`src/rtl/prco_mem_ctrl.sv`:
```
// prco_mem_ctrl: arbitrates fetch and load/store requests onto the single local-memory port,
// waits for the matching completion strobe (with timeout) and returns the read word.
module prco_mem_ctrl #(
    parameter int          P_TIMEOUT   = 15,
    parameter int          P_CNT_WIDTH = 4,
    parameter logic [15:0] P_ERR_WORD  = 16'h0000
) (
    input  logic        i_clk,
    input  logic        i_reset,
    input  logic        i_fetch_req,
    input  logic [15:0] i_fetch_addr,
    output logic        q_fetch_valid,
    output logic [15:0] q_fetch_instr,
    input  logic        i_data_req,
    input  logic        i_data_we,
    input  logic [15:0] i_data_addr,
    input  logic [15:0] i_data_wdata,
    output logic        q_data_done,
    output logic [15:0] q_data_rdata,
    output logic        q_busy,
    output logic        q_err,
    output logic        q_ce_fetch,
    output logic        q_ce_alu,
    output logic        q_mem_we,
    output logic [15:0] q_mem_addr,
    output logic [15:0] q_mem_dina,
    input  logic        i_ce_dec,
    input  logic        i_ce_reg,
    input  logic [15:0] i_mem_douta
);
    typedef enum logic [1:0] {S_IDLE, S_WAIT_F, S_WAIT_D, S_RESP} state_t;

    state_t                 r_state, w_state_nx;
    logic [P_CNT_WIDTH-1:0] r_cnt, w_cnt_nx;
    logic                   w_data, w_hit, w_miss, w_expire;
    logic                   w_ce_fetch, w_ce_alu, w_we, w_fvalid, w_done, w_err;
    logic [15:0]            w_addr, w_dina, w_finstr, w_rdata;

    assign w_data   = (r_state == S_WAIT_D);
    assign w_hit    = w_data ? i_ce_reg : i_ce_dec;
    assign w_miss   = w_data ? i_ce_dec : i_ce_reg;
    assign w_expire = (r_cnt == P_CNT_WIDTH'(P_TIMEOUT - 1));

    always_comb begin
        w_state_nx = r_state;
        w_cnt_nx   = r_cnt;
        w_ce_fetch = 1'b0;
        w_ce_alu   = 1'b0;
        w_we       = 1'b0;
        w_fvalid   = 1'b0;
        w_done     = 1'b0;
        w_addr     = q_mem_addr;
        w_dina     = q_mem_dina;
        w_finstr   = q_fetch_instr;
        w_rdata    = q_data_rdata;
        w_err      = q_err;
        case (r_state)
            S_IDLE: begin
                w_cnt_nx = '0;
                if (i_data_req) begin
                    w_state_nx = S_WAIT_D;
                    w_ce_alu   = 1'b1;
                    w_we       = i_data_we;
                    w_addr     = i_data_addr;
                    w_dina     = i_data_wdata;
                end else if (i_fetch_req) begin
                    w_state_nx = S_WAIT_F;
                    w_ce_fetch = 1'b1;
                    w_addr     = i_fetch_addr;
                end
            end
            S_WAIT_F, S_WAIT_D: begin
                // a matching strobe beats both a simultaneous mismatch and the timeout
                if (w_hit || w_expire) begin
                    w_state_nx = S_RESP;
                    w_err      = q_err | ~w_hit;
                    if (w_data) begin
                        w_done  = 1'b1;
                        w_rdata = w_hit ? i_mem_douta : P_ERR_WORD;
                    end else begin
                        w_fvalid = 1'b1;
                        w_finstr = w_hit ? i_mem_douta : P_ERR_WORD;
                    end
                end else begin
                    w_err    = q_err | w_miss;
                    w_cnt_nx = r_cnt + 1'b1;
                end
            end
            default: w_state_nx = S_IDLE;
        endcase
    end

    always_ff @(posedge i_clk or negedge i_reset) begin
        if (!i_reset) begin
            r_state       <= S_IDLE;
            r_cnt         <= '0;
            q_ce_fetch    <= 1'b0;
            q_ce_alu      <= 1'b0;
            q_mem_we      <= 1'b0;
            q_mem_addr    <= '0;
            q_mem_dina    <= '0;
            q_fetch_valid <= 1'b0;
            q_fetch_instr <= '0;
            q_data_done   <= 1'b0;
            q_data_rdata  <= '0;
            q_busy        <= 1'b0;
            q_err         <= 1'b0;
        end else begin
            r_state       <= w_state_nx;
            r_cnt         <= w_cnt_nx;
            q_ce_fetch    <= w_ce_fetch;
            q_ce_alu      <= w_ce_alu;
            q_mem_we      <= w_we;
            q_mem_addr    <= w_addr;
            q_mem_dina    <= w_dina;
            q_fetch_valid <= w_fvalid;
            q_fetch_instr <= w_finstr;
            q_data_done   <= w_done;
            q_data_rdata  <= w_rdata;
            q_busy        <= (w_state_nx != S_IDLE);
            q_err         <= w_err;
        end
    end
endmodule

```
`config.mk`:
```
export PLATFORM = sky130hd
export DESIGN_NAME = prco_mem_ctrl
export DESIGN_NICKNAME = d
export VERILOG_FILES = /design/src/rtl/prco_mem_ctrl.sv
export SDC_FILE = /design/constraint.sdc
export NUM_CORES = 1
export LEC_CHECK = 0
export ABC_AREA = 1
export CORE_MARGIN = 5
export CORE_UTILIZATION = 40
export CTS_BUF_LIST = sky130_fd_sc_hd__clkbuf_4
export DETAILED_ROUTE_END_ITERATION = 8
export HOLD_SLACK_MARGIN = 0.08
export PLACE_DENSITY = 0.79
export SLEW_MARGIN = 20
export SYNTH_ARGS = -nofsm -noshare
export SYNTH_HDL_FRONTEND = slang
export SYNTH_SLANG_ARGS = --single-unit
```
`constraint.sdc`:
```
create_clock -name i_clk -period 1.5 [get_ports i_clk]
set_input_delay 0.3 -clock i_clk [delete_from_list [all_inputs] [get_ports i_clk]]
set_output_delay 0.3 -clock i_clk [all_outputs]
set_load 0.02 [all_outputs]
```
==> impl_results.md <==
* WHS at 0.386 ns
* Power Dens Cells at roughly 2000 nW/um2
* Vias/cell at 4.75
* Final setup vio count at 0
* Reg clk slew, reported paths at 0.14 ns
* First-pass GRT wire length at 14.2 mm
* RePlAce Congestion at just under 0.8
* Worst Hold Class: input pin to flip-flop
* ANT cells at 0
* Core area at between 8000 and 9000 um2
* Final period util at between 90% and 100%
* Setup WS pre-CTS at -0.116 ns
* Avg Cell Area, Syn at 9.47 um2
* Vias in the first global route at between 3000 and 4000
* Max-cap check violation count at 0
* # rows at 33
* Final worst slack at ~0.031 ns
* CTS Buf Count at 9
* Dpl cells at between 600 and 700
* CTS Sinks at 77
* Die X at 101 um
* Pwr Total at 10.5 mW
* Iter 0 DRT Violations at 97
* Drt drc at 0
* Post-synthesis sequential area ratio at between 50 and 60%
* Lkg Pwr at ~2.6 nW
* Nets@finish at 596
* GR Overflow Total at 0
* Slew Limit Fails at 0
* CTS H-tree depth at 3
* Most frequent cells in the layout: 145 x nand2_1, 77 x dfrtp_1, 69 x clkdlybuf4s50_1, 42 x dlygate4sd2_1, 25 x clkdlybuf4s15_1
* Port bufs at ~140
* Clock latency on the worst-skew pair at 0.42 ns
* Clk root buf: clkbuf_4
* Fill count at 677
* Final Hold Fails at 0
* Most common cell after layout, fill and taps aside: nand2_1
* CP startpoint kind: flip-flop
* Drt total wl at around 9.0 mm
* Post-DRT Antenna Nets at 0
* Worst-Margin Slew at 0.413 ns
* Die Y at 101 um
* Min cycle time layout at 1.47 ns
* Area grow syn2layout at 57.4%
* GRT Resource Usage Total at between 10% and 20%
* Routed via count at between 2000 and 3000
* Mapped Cells at roughly 350
* Die Area at 10300 um2
* Yosys reg bits at 77
* Crit path arrival time at 1.79 ns
* Dpl cell area at 4970 um2
* WP data required at 1.82 ns
* Post-DP HPWL at ~6.3 mm
* Fraction of layout cells with a size suffix above 1 at 18.7%
* Non-filler cells, final at 630
* Post-synth net total at 428
* Crit path kind: flip-flop to flip-flop
* DRT Pass-1 Iters at 4
* Layout Skew at 0.0169 ns
* Io pins at roughly 140
* Cell area after layout at between 5000 and 6000 um2
* Peak fanout along the critical path at 17
* Max Freq at 681 MHz
* Initial Util at around 40%
* Synthesized area at between 3000 and 4000 um2
* Crit path capture type: flip-flop
* Slew HR at 72.5%
* RSZ-0062 raised after global routing: true
* Largest net degree at the start of global routing at 78
* CTS tree: done
* WL/cell at 14.2 um
* Clk buf depth at 2
* Synth cell types at 24
* Status: completed
* Peak supply drop at 1.00 mV
* Yosys warnings at 0
* Initial antenna violation count at 0
## layer usage
| metal | vias up | track usage [%] | routed length, um | share of wire [%] |
|---|---|---|---|---|
| li1 | 1462 | - | - | - |
| met1 | 1426 | 21.8 | 3570 | 40 |
| met5 | - | 0 | 0 | 0 |
| met3 | 9 | 4.41 | 644 | 7.2 |
| met4 | 0 | 4.91 | 88 | 0.98 |
| met2 | 94 | 29.7 | 4650 | 52 |
## state kept, by name (all words and copies together), names as in the netlist
name,cells
q_busy,1
q_ce_alu,1
q_ce_fetch,1
q_data_done,1
q_data_rdata,16
q_err,1
q_fetch_instr,16
q_fetch_valid,1
q_mem_addr,16
q_mem_dina,16
q_mem_we,1
r_cnt,4
r_state,2
## area by class of cell
type | count | area (um2) | area share [%]
sequential | 77 | 1930 | 36.7
timing repair buffer | 171 | 1680 | 32.0
multi-input combinational | 243 | 1290 | 24.7
tap | 105 | 131 | 2.50
clock inverter | 7 | 78.8 | 1.50
clock buffer | 9 | 67.6 | 1.29
inverter | 18 | 67.6 | 1.29
## worst paths after layout
| path | start | end | slack [ns] | cells past startpoint |
|---|---|---|---|---|
| worst min-delay path | i_data_we | q_mem_we | 0.39 | 3 |
| min in group asynchronous | i_reset | q_fetch_instr[0] | 0.42 | 3 |
| max in group asynchronous | i_reset | q_mem_addr[5] | 0.75 | 3 |
| worst max register to register | r_state[0] | q_fetch_instr[14] | 0.03 | 7 |
| worst max-delay path | r_state[0] | q_fetch_instr[14] | 0.03 | 7 |
| worst min register to register | q_mem_dina[8] | q_mem_dina[8] | 0.49 | 2 |
## what timing repair did
item | 4_1_cts | 5_1_grt
buffers inserted | 4 | 4
setup endpoints to repair | 117 | 78
hold endpoints to repair | 77 | 0
hold buffers | 1 | 0
gates resized for setup | 81 | 38
cloned | 1 | 2
pin swaps | 1 | 5
## worst max-delay path, cell delays in order, from the launching register on
cell	delay, ns
dfrtp_1	0.39
inv_2	0.06
buf_4	0.14
ha_4	0.32
nand3_4	0.13
buf_12	0.18
nand2_1	0.09
o21ai_2	0.05
## stage by stage
step                utilization (%)  TNS, ns
finish                         64.2        0
global route                   64.2   -0.133
CTS                            62.8        0
detailed placement             60.8    -2.83
global placement               60.8    -1.12
floorplan                         -        0
## cells by family (layout without fill, tap and decap cells)
logic type      after synthesis  count (layout)  share of synthesized area, %
compound gates               50              50                          10.5
xor+xnor                      2               2                         0.525
fa+ha+maj                     5               5                          1.88
buf+inv                      33             205                          5.74
flops                        77              77                          57.8
simple gates                185             186                          23.6
## synthesized netlist by cell type (all sizes together)
cell type	n	share of area, %
nand2	157	19
dfrtp	77	58
o21ai	32	7.1
nor2	18	2.0
inv	17	1.9
a31oi	16	3.0
buf	13	3.5
nand3	10	2.6
ha	5	1.9
clkbuf	2	0.23
a21oi	1	0.15
a31o	1	0.26
clkinv	1	0.11
xnor2	1	0.26
xor2	1	0.26
## report_power, final
| part | switching (mW) | internal, mW | total [mW] |
|---|---|---|---|
| combinational | 3.32 | 2.44 | 5.76 |
| clock | 0.801 | 0.536 | 1.34 |
| sequential | 0.472 | 2.90 | 3.38 |
(Power assumes the default switching activity.)
